File: config.mk
export PLATFORM = sky130hd
export DESIGN_NAME = toggle_decoder_flat
export DESIGN_NICKNAME = d
export VERILOG_FILES = /design/src/rtl/toggle_decoder_if.sv /design/src/rtl/toggle_decoder.sv /design/src/flat_wrapper.sv
export SDC_FILE = /design/constraint.sdc
export NUM_CORES = 1
export LEC_CHECK = 0
export ABC_AREA = 1
export BUFFER_PORTS_ARGS = -buffer_cell sky130_fd_sc_hd__buf_4
export CAP_MARGIN = 20
export CORE_MARGIN = 2
export CORE_UTILIZATION = 38
export CTS_BUF_LIST = sky130_fd_sc_hd__clkbuf_16
export DETAILED_ROUTE_END_ITERATION = 10
export SYNTH_ARGS = -nofsm -noshare
export SYNTH_HDL_FRONTEND = slang
export SYNTH_SLANG_ARGS = --single-unit
File: constraint.sdc
create_clock -name clk -period 6.7 [get_ports clk]
set_input_delay 1.34 -clock clk [delete_from_list [all_inputs] [get_ports clk]]
set_output_delay 1.34 -clock clk [all_outputs]
set_load 0.03 [all_outputs]
File: src/rtl/toggle_decoder_if.sv
`timescale 1ns/1ps
`default_nettype none
// ============================================================================
// Module   : toggle_decoder_if
// Purpose  : Toggle input, event handshake and status bundle for toggle_decoder.
// Revision : 1.0
// ============================================================================
interface toggle_decoder_if #(
    parameter int CNT_W = 8
);
    logic             i_tog;
    logic             i_ready;
    logic             o_pulse;
    logic             o_valid;
    logic [CNT_W-1:0] o_pending;
    logic             o_overflow;
    logic             o_level;

    // master = the decoder, slave = transmitter line plus event consumer
    modport master (
        input  i_tog,
        input  i_ready,
        output o_pulse,
        output o_valid,
        output o_pending,
        output o_overflow,
        output o_level
    );

    modport slave (
        output i_tog,
        output i_ready,
        input  o_pulse,
        input  o_valid,
        input  o_pending,
        input  o_overflow,
        input  o_level
    );
endinterface
`default_nettype wire

File: src/rtl/toggle_decoder.sv
`timescale 1ns/1ps
`default_nettype none
// ============================================================================
// Module   : toggle_decoder
// Purpose  : Turns each level change on a toggle line into one event pulse and
//            a saturating pending count drained over valid/ready.
//            Optional macro TOGGLE_DEC_GLITCH_FILTER_EN: require a change to
//            persist two cycles before it is accepted.
// Revision : 1.0
// ============================================================================
module toggle_decoder #(
    parameter int SYNC_STAGES = 2,
    parameter int CNT_W       = 8
) (
    input  logic             clk,
    input  logic             reset,
    toggle_decoder_if.master bus
);
    localparam int                 c_ARM_W    = $clog2(SYNC_STAGES + 1);
    localparam logic [c_ARM_W-1:0] c_ARM_LAST = c_ARM_W'(SYNC_STAGES);
    localparam logic [CNT_W-1:0]   c_CNT_MAX  = '1;

    typedef enum logic [0:0] {
        ST_ARM = 1'b0,
        ST_RUN = 1'b1
    } state_t;

    state_t                 r_state;
    state_t                 w_state_next;
    logic [SYNC_STAGES-1:0] r_sync;
    logic                   r_prev;
    logic [c_ARM_W-1:0]     r_arm_cnt;
    logic                   r_pulse;
    logic                   r_overflow;
    logic [CNT_W-1:0]       r_pending;

    logic w_sync_out;
    logic w_diff;
    logic w_edge;
    logic w_valid;
    logic w_pop;
    logic w_full;

`ifdef TOGGLE_DEC_GLITCH_FILTER_EN
    logic r_diff_d;
`endif

    assign w_sync_out = r_sync[SYNC_STAGES-1];
    assign w_diff     = w_sync_out ^ r_prev;
    assign w_valid    = (r_pending != '0);
    assign w_pop      = w_valid & bus.i_ready;
    assign w_full     = (r_pending == c_CNT_MAX);

    always_ff @(posedge clk or posedge reset) begin
        if (reset) begin
            r_sync <= '0;
        end else begin
            r_sync <= {r_sync[SYNC_STAGES-2:0], bus.i_tog};
        end
    end

    always_ff @(posedge clk or posedge reset) begin
        if (reset) begin
            r_state <= ST_ARM;
        end else begin
            r_state <= w_state_next;
        end
    end

    always_comb begin
        w_state_next = r_state;
        w_edge       = 1'b0;
        case (r_state)
            ST_ARM: begin
                if (r_arm_cnt == c_ARM_LAST) begin
                    w_state_next = ST_RUN;
                end
            end
            ST_RUN: begin
`ifdef TOGGLE_DEC_GLITCH_FILTER_EN
                w_edge = w_diff & r_diff_d;
`else
                w_edge = w_diff;
`endif
            end
            default: begin
                w_state_next = ST_ARM;
            end
        endcase
    end

    // Arm window lets the synchroniser fill so a line already high at reset
    // release is absorbed into r_prev instead of counted as an event.
    always_ff @(posedge clk or posedge reset) begin
        if (reset) begin
            r_arm_cnt <= '0;
        end else if ((r_state == ST_ARM) && (r_arm_cnt != c_ARM_LAST)) begin
            r_arm_cnt <= r_arm_cnt + c_ARM_W'(1);
        end
    end

    always_ff @(posedge clk or posedge reset) begin
        if (reset) begin
            r_prev   <= 1'b0;
`ifdef TOGGLE_DEC_GLITCH_FILTER_EN
            r_diff_d <= 1'b0;
`endif
        end else begin
`ifdef TOGGLE_DEC_GLITCH_FILTER_EN
            if ((r_state == ST_ARM) || w_edge) begin
                r_prev <= w_sync_out;
            end
            r_diff_d <= (r_state == ST_RUN) & w_diff & ~w_edge;
`else
            r_prev <= w_sync_out;
`endif
        end
    end

    // Simultaneous edge and pop cancel out, so a full counter never overflows
    // on a cycle where the consumer takes an event.
    always_ff @(posedge clk or posedge reset) begin
        if (reset) begin
            r_pulse    <= 1'b0;
            r_pending  <= '0;
            r_overflow <= 1'b0;
        end else begin
            r_pulse <= w_edge;
            case ({w_edge, w_pop})
                2'b10: begin
                    if (w_full) begin
                        r_overflow <= 1'b1;
                    end else begin
                        r_pending <= r_pending + CNT_W'(1);
                    end
                end
                2'b01: begin
                    r_pending <= r_pending - CNT_W'(1);
                end
                default: begin
                end
            endcase
        end
    end

    assign bus.o_pulse    = r_pulse;
    assign bus.o_valid    = w_valid;
    assign bus.o_pending  = r_pending;
    assign bus.o_overflow = r_overflow;
    assign bus.o_level    = w_sync_out;

endmodule
`default_nettype wire

File: src/flat_wrapper.sv
// flat-port wrapper written by rule: the top's interface ports become plain ports
module toggle_decoder_flat 
#(
    parameter int SYNC_STAGES = 2,
    parameter int CNT_W       = 8
)
  (clk, reset, bus_i_tog, bus_i_ready, bus_o_pulse, bus_o_valid, bus_o_pending, bus_o_overflow, bus_o_level);
  toggle_decoder_if #(.CNT_W(CNT_W)) bus_i ();
  input  logic clk;
  input  logic reset;
  input wire logic [$bits(bus_i.i_tog)-1:0] bus_i_tog;
  input wire logic [$bits(bus_i.i_ready)-1:0] bus_i_ready;
  output wire logic [$bits(bus_i.o_pulse)-1:0] bus_o_pulse;
  output wire logic [$bits(bus_i.o_valid)-1:0] bus_o_valid;
  output wire logic [$bits(bus_i.o_pending)-1:0] bus_o_pending;
  output wire logic [$bits(bus_i.o_overflow)-1:0] bus_o_overflow;
  output wire logic [$bits(bus_i.o_level)-1:0] bus_o_level;
  assign bus_i.i_tog = bus_i_tog;
  assign bus_i.i_ready = bus_i_ready;
  assign bus_o_pulse = bus_i.o_pulse;
  assign bus_o_valid = bus_i.o_valid;
  assign bus_o_pending = bus_i.o_pending;
  assign bus_o_overflow = bus_i.o_overflow;
  assign bus_o_level = bus_i.o_level;
  toggle_decoder #(.SYNC_STAGES(SYNC_STAGES), .CNT_W(CNT_W)) u_core (.clk(clk), .reset(reset), .bus(bus_i));
endmodule
## Word level (Yosys, flattened, before mapping)

Cells that the tools add are included.

| operators by class | value |
|---|---|
| $add $sub $neg | 3 |
| equality and inequality tests | 6 |
| multiplexer cells | 5 |
| bitwise gates (word level) | 3 |
| reduce and logical (&&, ||, !) cells | 5 |

Operators by type and width:

| operator | count |
|---|---|
| $pmux W8 S2 | 1 |
| $add A8 B1 Y8 const B | 1 |
| $eq A8 B8 Y1 const B | 1 |
| $mux W8 | 1 |
| $reduce_bool A8 Y1 | 1 |
| $sub A8 B1 Y8 const B | 1 |
| $eq A2 B2 Y1 const B | 2 |
| $ne A2 B2 Y1 const B | 2 |
| $reduce_and A2 Y1 | 2 |
| $mux W1 | 3 |
| $add A2 B1 Y2 const B | 1 |
| $eq A2 B1 Y1 const B | 1 |
| $reduce_bool A2 Y1 | 1 |
| $and A1 B1 Y1 | 1 |
| $logic_and A1 B1 Y1 | 1 |
| $not A1 Y1 | 1 |
| $xor A1 B1 Y1 | 1 |

| storage, ports and cells | value |
|---|---|
| bits in registers | 16 |
| input bits | 4 |
| output and inout port bits | 12 |
| word-level logic and storage cells | 29 |

## Longest topological paths before layout

Gate-level depths: netlist (run 1).

| depth | value |
|---|---|
| word-level depth | 5 |
| mapped depth | 16 |
| gate-level depth less buffers | 16 |

## Worst setup path after synthesis (run 1)

No wires, ideal clock.

| path | value |
|---|---|
| kind | input to register |
| from | in bus_i_ready |
| to | reg u_core.r_pending[5] (netlist: u_core.bus.o_pending[5]) |
| setup time | 119 ps |
| arrival | 2760 ps |
| required time | 6581 ps |
| path slack | 3821 ps |
| cell stages on the path | 11 |
| path buffers | 0 |
| cell sequence | inv_1 nor2_2 nand2_4 inv_1 ha_1 or2_2 nand2_1 nor2_1 nor2_1 xor2_1 o21ai_2 |

| between the ends | value |
|---|---|
| longest elaborated chain between the ends | 4 |
| elaborated cells between the ends (all ways) | 7 |
| classes of those cells | eq/ne (3); mux (1); bitwise (1); reduce/logical (2) |

RTL lines:

| item | line | text |
|---|---|---|
| start, declared | flat_wrapper.sv:12 | `input wire logic [$bits(bus_i.i_ready)-1:0] bus_i_ready;` |
| $and A1 B1 Y1 * | toggle_decoder.sv:51 | `assign w_pop = w_valid & bus.i_ready;` |
| $eq A2 B2 Y1 or $eq A2 B1 Y1 (tied branches) | toggle_decoder.sv:129 | `case ({w_edge, w_pop})` |
| $ne A2 B2 Y1 (no source line) or $reduce_bool A2 Y1 (tied branches) | n/a |  |
| $reduce_and A2 Y1 (no source line) | n/a |  |
| end signal, assigned | toggle_decoder.sv:134 | `r_pending <= r_pending + CNT_W'(1);` |
| end signal, assigned | toggle_decoder.sv:138 | `r_pending <= r_pending - CNT_W'(1);` |
| end, declared | toggle_decoder.sv:35 | `logic [CNT_W-1:0] r_pending;` |

Every way passes the cells marked *; elsewhere a longest branch is shown, timed or not.
A chain may end at the register's enable or synchronous reset.

## Worst setup path in the final report (run 1)

Ends and elaborated chain as after synthesis.

==> results of run 1 <==
## state kept, by name (all words and copies together) (netlist names)
register               flops
u_core.r_arm_cnt           2
u_core.bus.o_overflow      1
u_core.bus.o_pending       8
u_core.r_prev              1
u_core.bus.o_pulse         1
u_core.r_sync              2
u_core.r_state             1
## layer usage
metal,up-vias,global-route usage
met4,0,0.0976
met1,352,0.189
met5,-,0
met3,4,0.0242
li1,412,-
met2,14,0.222
## worst max-delay path, delay by kind of cell
kind	cells	cell delay, ns
simple gates	6	0.78
buf+inv	3	0.30
fa+ha+maj	1	0.30
xor+xnor	1	0.18
compound gates	1	0.06
## layout make-up
class	instances	area share
flip-flops and latches	16	0.332
clock buffers	3	0.0622
repair buffers	15	0.0934
clock inverters	1	0.00311
multi-input cells	85	0.420
inverters	18	0.0581
well taps	30	0.0311
## cell usage after synthesis
| cell type | instances | share of area |
|---|---|---|
| inv_4 | 1 | 0.0063 |
| nand3_1 | 4 | 0.020 |
| a21oi_1 | 2 | 0.010 |
| o21ai_0 | 2 | 0.010 |
| o21ai_1 | 1 | 0.0050 |
| nor2_1 | 12 | 0.045 |
| xor2_1 | 6 | 0.053 |
| nor2_2 | 2 | 0.013 |
| dfrtp_1 | 16 | 0.40 |
| o21bai_1 | 1 | 0.0076 |
| or2_2 | 1 | 0.0063 |
| a21o_1 | 1 | 0.0076 |
| nand2_4 | 2 | 0.023 |
| xnor2_1 | 1 | 0.0088 |
| nand2_2 | 1 | 0.0063 |
| buf_8 | 1 | 0.015 |
| fa_1 | 1 | 0.020 |
| o21ai_2 | 5 | 0.044 |
| nand2_1 | 34 | 0.13 |
| nand4_1 | 1 | 0.0063 |
| inv_1 | 17 | 0.064 |
| ha_1 | 7 | 0.088 |
| nand3b_1 | 1 | 0.0076 |
## logic make-up (layout without fill, tap and decap cells)
family	Yosys count	after routing	share of synthesized area
XOR/XNOR	7	7	0.0618
flip-flops	16	16	0.404
AND/OR/NAND/NOR	58	58	0.256
AO/OA/AOI/OAI	12	12	0.0845
adder cells (fa/ha/maj)	8	8	0.108
buffers and inverters	19	37	0.0857
## worst max-delay path by stage
stage	endpoint	slack (ns)	depth (start not counted)
after floorplan	u_core.bus.o_pending[5]	3.82	11
after global placement	u_core.bus.o_pending[5]	3.66	12
after detailed placement	u_core.bus.o_pending[5]	3.58	12
after CTS	u_core.bus.o_pending[5]	3.84	12
after global routing	u_core.bus.o_pending[5]	3.71	12
final	u_core.bus.o_pending[5]	3.86	12
## report_power, final
part           switching [uW]  internal [uW]
sequential               39.8            122
combinational             161            105
clock                    36.6           79.1
## metrics by stage
step,instances,utilization,cell area (um^2),setup slack (ns)
CTS,168,0.487,1210,3.84
detailed placement,164,0.455,1130,3.58
finish,168,0.487,1210,3.86
global route,168,0.487,1210,3.71
global placement,164,0.455,1130,3.66
floorplan,120,-,992,3.82
==> run summary, run 1 <==
FLOORPLAN
-------------------------------------------------------------------------------------
Ports                                                                              16
Initial standard-cell utilization of the core                                   0.401
Die outline height                                                            55.1 um
Core Box Area                                                               2480 um^2
Die outline width                                                             55.1 um
Cell Rows                                                                          18
Die ar.                                                                     3040 um^2

POWER AND IR DROP
-------------------------------------------------------------------------------------
Pleak                                                                     0.000653 uW
Total power draw                                                               544 uW
Cell area power density                                                   451 nW/um^2
Worst vdd ir                                                                 0.260 mV

STA
-------------------------------------------------------------------------------------
Unrepaired setup endpoints after global routing                                    no
Final clock skew                                                           0.00401 ns
Shortest period the worst path allows                                         2.84 ns
Max-Slew Margin vs Limit                                                        0.597
Fmax achieved                                                               0.353 GHz
Worst slack on hold paths                                                    0.345 ns
Final number of setup-violating endpoints                                           0
Slew Viols, Final                                                                   0
Hold violation count in the final report                                            0
Slew at the pin closest to its max-slew limit                                0.603 ns
Final sum of negative setup slack                                                0 ns
Final clock period utilization by the worst path                                0.423

YOSYS
-------------------------------------------------------------------------------------
Number of different library cells in the post-synthesis netlist                    23
Sequential area share after synthesis                                           0.404
Number of instances in the synthesized netlist                                    120
Post-synthesis net count                                                          132
Synth Area per Inst                                                         8.27 um^2
Post-Syn Area                                                                992 um^2
Synth Register Bits                                                                16
Total number of yosys warnings                                                      0

CELLS AND AREA
-------------------------------------------------------------------------------------
Area occupied by multi-input gates                                           507 um^2
Count of fill cells added during filler insertion                                 252
Combined flip-flop and latch cell area                                       400 um^2
Growth of design area from synthesis to finish                                  21.6%
Antenna diodes                                                                      0
Final net count                                                                   151
Most common cell after layout, fill and taps aside                            nand2_1
Ratio of cells with drive above 1 in the final layout                           0.217
Commonest cells after routing, fill and taps aside                       34 x nand2_1, 17 x inv_1, 16 x dfrtp_1

CLOCKING
-------------------------------------------------------------------------------------
Post-cts sizing count                                                               0
Buffer count from post-CTS setup fixing                                             0
Clock buffers created by TritonCTS                                                  3
Hold buffer count at CTS                                                            0
CTS tree                                                                        built
Maximum buffer depth of the clock tree                                              2
Clock slew seen by the registers of the worst setup and hold paths            0.05 ns
Clock Sinks                                                                        16
Cell at the root of the clock tree                                          clkbuf_16
Source-to-sink clock delay at the later pin of the worst-skew pair            0.25 ns
Htree depth                                                                         1

WORST SETUP PATH
-------------------------------------------------------------------------------------
Register-to-Register Setup Slack                                              4.37 ns
Max incr delay on CP                                                          0.30 ns
CP Data Arrival Time                                                          2.97 ns
Nature of the critical path startpoint                                      input pin
Worst-path cell with the longest stage delay                                     ha_1
Worst Setup Path Type                                                    input pin to flip-flop
Terminus of the critical flop-to-flop path                               u_core.bus.o_pending[5]
Critical Path End Type                                                      flip-flop
Origin of the worst setup path                                            bus_i_ready
Cells on worst reg2reg path                                                        13
Req. time, crit path                                                          6.84 ns
Worst reg2reg startpoint                                                 u_core.bus.o_pending[0]
Top fanout value on the critical path                                               6
Chain of cells forming the critical path                                 buf_4 -> inv_1 -> nor2_2 -> nand2_4 -> inv_1 -> ha_1 -> or2_2 -> nand2_1 -> nor2_1 -> nor2_1 -> xor2_1 -> o21ai_2

ROUTING
-------------------------------------------------------------------------------------
Highest metal layer with signal wires                                            met4
Count of TritonRoute iterations in the first routing pass                           4
Vias post-DR                                                                      782
Met3 wire length                                                                54 um
WL met2                                                                        820 um
Total detailed-routing wirelength                                             1.82 mm
Remaining routing DRC violations                                                    0
Count of routing violations after the opening detailed-route iteration             15
Routed wire length per instance                                               10.9 um
Met1 wire length                                                               891 um
Avg Vias per Cell                                                                4.65
ANT nets after route                                                                0

RUN
-------------------------------------------------------------------------------------
Max-cap check violation count                                                       0

GLOBAL ROUTE
-------------------------------------------------------------------------------------
Maximum number of pins on one net before global-route repair                       17
Number of global-route vias before repair                                         686
Overall fraction of global-route tracks in use                                  0.146
Wire length of the first global-routing pass                                  3.06 mm
GRT Residual Overflow                                                               0
Antenna violations before repair                                                    0

PLACEMENT
-------------------------------------------------------------------------------------
Gp weighted congestion                                                          0.858
HPWL after DPL                                                                1.42 mm
Number of I/O port buffers                                                         15

STATUS
-------------------------------------------------------------------------------------
Status                                                                   complete, no violations

WORST HOLD PATH
-------------------------------------------------------------------------------------
Tightest Hold Check Type                                                 flip-flop to flip-flop
Launch point of the worst hold path                                      u_core.r_sync[0]
Worst Hold End                                                           u_core.r_sync[1]
Hold path cells                                                                     0

Note: power is estimated with default switching activity, not from simulation.
==> inputs of run 2 (changes only) <==
clock period = 2.9 ns   (was 6.7 ns; I/O delays follow)
==> run 2 against run 1 <==
Effect of this change:
- clock power up 130%
- combinational power grew 130%
- total power rose by 130%
- core utilization stayed put
- final area did not move
- critical path depth is 1 higher
- first-iteration DRC count rose by 6.7%
- critical path type is now flip-flop to flip-flop
==> run summary, run 2 (synthesis results as in run 1) <==
CLOCKING
-------------------------------------------------------------------------------------
Clock Sinks                                                                        16   unchanged
Source-to-sink clock delay at the later pin of the worst-skew pair            0.25 ns   about the same
Hold buffer count at CTS                                                            0   unchanged
Cell at the root of the clock tree                                          clkbuf_16
Buffer count from post-CTS setup fixing                                             0   unchanged
CTS tree                                                                        built
Clock slew seen by the registers of the worst setup and hold paths            0.05 ns   about the same
Post-cts sizing count                                                               0   unchanged
Maximum buffer depth of the clock tree                                              2   unchanged
Htree depth                                                                         1   unchanged
Clock buffers created by TritonCTS                                                  3   unchanged

WORST SETUP PATH
-------------------------------------------------------------------------------------
Req. time, crit path                                                          3.04 ns   -3.80 ns
CP Data Arrival Time                                                          2.48 ns   -0.49 ns
Setup crit end                                                           u_core.bus.o_pending[5]
Origin of the worst setup path                                           u_core.bus.o_pending[3]
Terminus of the critical flop-to-flop path                               u_core.bus.o_pending[5]
Register-to-Register Setup Slack                                              0.56 ns   -3.81 ns
Top fanout value on the critical path                                               6   unchanged
Worst Setup Path Type                                                    flip-flop to flip-flop
Worst reg2reg startpoint                                                 u_core.bus.o_pending[3]
Critical Path End Type                                                      flip-flop
Nature of the critical path startpoint                                      flip-flop
Cells on worst reg2reg path                                                        13   unchanged

CELLS AND AREA
-------------------------------------------------------------------------------------
Final design utilization                                                        0.487   unchanged
Final net count                                                                   151   unchanged
Count of fill cells added during filler insertion                                 246   -2.4%
Ratio of cells with drive above 1 in the final layout                           0.217   unchanged
Combined flip-flop and latch cell area                                       400 um^2   unchanged
Most common cell after layout, fill and taps aside                            nand2_1
Area occupied by multi-input gates                                           507 um^2   unchanged
Design Area, Final                                                          1210 um^2   unchanged
Number of flip-flops under the largest register name                                8   unchanged
Antenna diodes                                                                      0   unchanged
Commonest cells after routing, fill and taps aside                       34 x nand2_1, 17 x inv_1, 16 x dfrtp_1
Growth of design area from synthesis to finish                                  21.6%   unchanged

STA
-------------------------------------------------------------------------------------
Shortest period the worst path allows                                         2.34 ns
Slew at the pin closest to its max-slew limit                                0.590 ns   -0.0130 ns
Max-Slew Margin vs Limit                                                        0.606   +0.00865
Final number of setup-violating endpoints                                           0   unchanged
Final clock period utilization by the worst path                                0.808
Unrepaired setup endpoints after global routing                                    no
Fmax achieved                                                               0.427 GHz
Hold violation count in the final report                                            0   unchanged
Slew Viols, Final                                                                   0   unchanged
Final clock skew                                                           0.00145 ns   -0.00256 ns
Final sum of negative setup slack                                                0 ns   unchanged

PLACEMENT
-------------------------------------------------------------------------------------
Post-place instance area                                                    1130 um^2   unchanged
Gp weighted congestion                                                          0.858   unchanged
HPWL after DPL                                                                1.40 mm   -1.1%
Number of I/O port buffers                                                         15   unchanged

RUN
-------------------------------------------------------------------------------------
Max-cap check violation count                                                       0   unchanged

GLOBAL ROUTE
-------------------------------------------------------------------------------------
Maximum number of pins on one net before global-route repair                       17   unchanged
Antenna violations before repair                                                    0   unchanged
Wire length of the first global-routing pass                                  3.06 mm   unchanged
Number of global-route vias before repair                                         682   -0.58%
GRT Residual Overflow                                                               0   unchanged
Overall fraction of global-route tracks in use                                  0.148   +0.00243

FLOORPLAN
-------------------------------------------------------------------------------------
Die outline width                                                             55.1 um   unchanged
Cell Rows                                                                          18   unchanged
Die ar.                                                                     3040 um^2   unchanged
Core Box Area                                                               2480 um^2   unchanged
Die outline height                                                            55.1 um   unchanged
Initial standard-cell utilization of the core                                   0.401   unchanged
Ports                                                                              16   unchanged

POWER AND IR DROP
-------------------------------------------------------------------------------------
Cell area power density                                                  1040 nW/um^2   +130%
Pleak                                                                     0.000653 uW   unchanged
Worst vdd ir                                                                 0.551 mV   +110%

ROUTING
-------------------------------------------------------------------------------------
Total detailed-routing wirelength                                             1.79 mm   -1.7%
Count of TritonRoute iterations in the first routing pass                           4   unchanged
Avg Vias per Cell                                                                4.66   +0.13%
Count of routing violations after the opening detailed-route iteration             16   +1
Vias post-DR                                                                      783   +0.13%
Remaining routing DRC violations                                                    0   unchanged
ANT nets after route                                                                0   unchanged
Routed wire length per instance                                               10.7 um   -1.7%

STATUS
-------------------------------------------------------------------------------------
Status                                                                   complete, no violations

WORST HOLD PATH
-------------------------------------------------------------------------------------
Launch point of the worst hold path                                      u_core.r_sync[0]
Tightest Hold Check Type                                                 flip-flop to flip-flop

==> run 2: layer usage <==
layer | track usage | routed length, um | part of all wire
met1 | 0.192 | 865 | 0.48
met2 | 0.222 | 785 | 0.44
met3 | 0.0323 | 83 | 0.046
met4 | 0.0976 | 58 | 0.032
met5 | 0 | 0 | 0
==> run 2: worst max-delay path: stages, from the launching register on <==
cell and delay (ns):
dfrtp_1 0.42, nor2_1 0.15, nand2_1 0.08, nor2_1 0.17
nor2_2 0.08, nand2_4 0.09, inv_1 0.12, ha_1 0.34
or2_2 0.29, nand2_1 0.10, nor2_1 0.04, nor2_1 0.10
xor2_1 0.18, o21ai_2 0.06
==> run 2: power breakdown <==
part / total, uW / internal, uW / switching (uW)
logic: 614 / 242 / 372
clock network: 266 / 183 / 83.7
registers: 372 / 283 / 89.1
total: 1250 / 708 / 544
==> run 2: layout make-up <==
| cell class | count | share of cell area |
|---|---|---|
| Clock buffer | 3 | 0.0622 |
| Tap cell | 30 | 0.0311 |
| Multi-Input combinational cell | 85 | 0.420 |
| Inverter | 18 | 0.0581 |
| Clock inverter | 1 | 0.00311 |
| Timing Repair Buffer | 15 | 0.0934 |
| Sequential cell | 16 | 0.332 |
==> run 2: worst min-delay path by stage <==
| stage | endpoint | slack (ns) | cells past startpoint |
|---|---|---|---|
| after floorplan | u_core.r_sync[1] | 0.33 | 0 |
| after global placement | u_core.r_sync[1] | 0.33 | 0 |
| after detailed placement | u_core.r_sync[1] | 0.34 | 0 |
| after CTS | u_core.r_sync[1] | 0.35 | 0 |
| after global routing | u_core.r_sync[1] | 0.35 | 0 |
| final | u_core.r_sync[1] | 0.35 | 0 |
==> run 2: metrics by stage <==
step                      instances  hold slack (ns)  power (uW)  worst slack (ns)
after floorplan                 120            0.331         820             0.609
after CTS                       168            0.348        1270             0.540
after global placement          164            0.333         991             0.611
final                           168            0.346        1250             0.556
after global routing            168            0.352        1360             0.343
after detailed placement        164            0.337         995             0.548
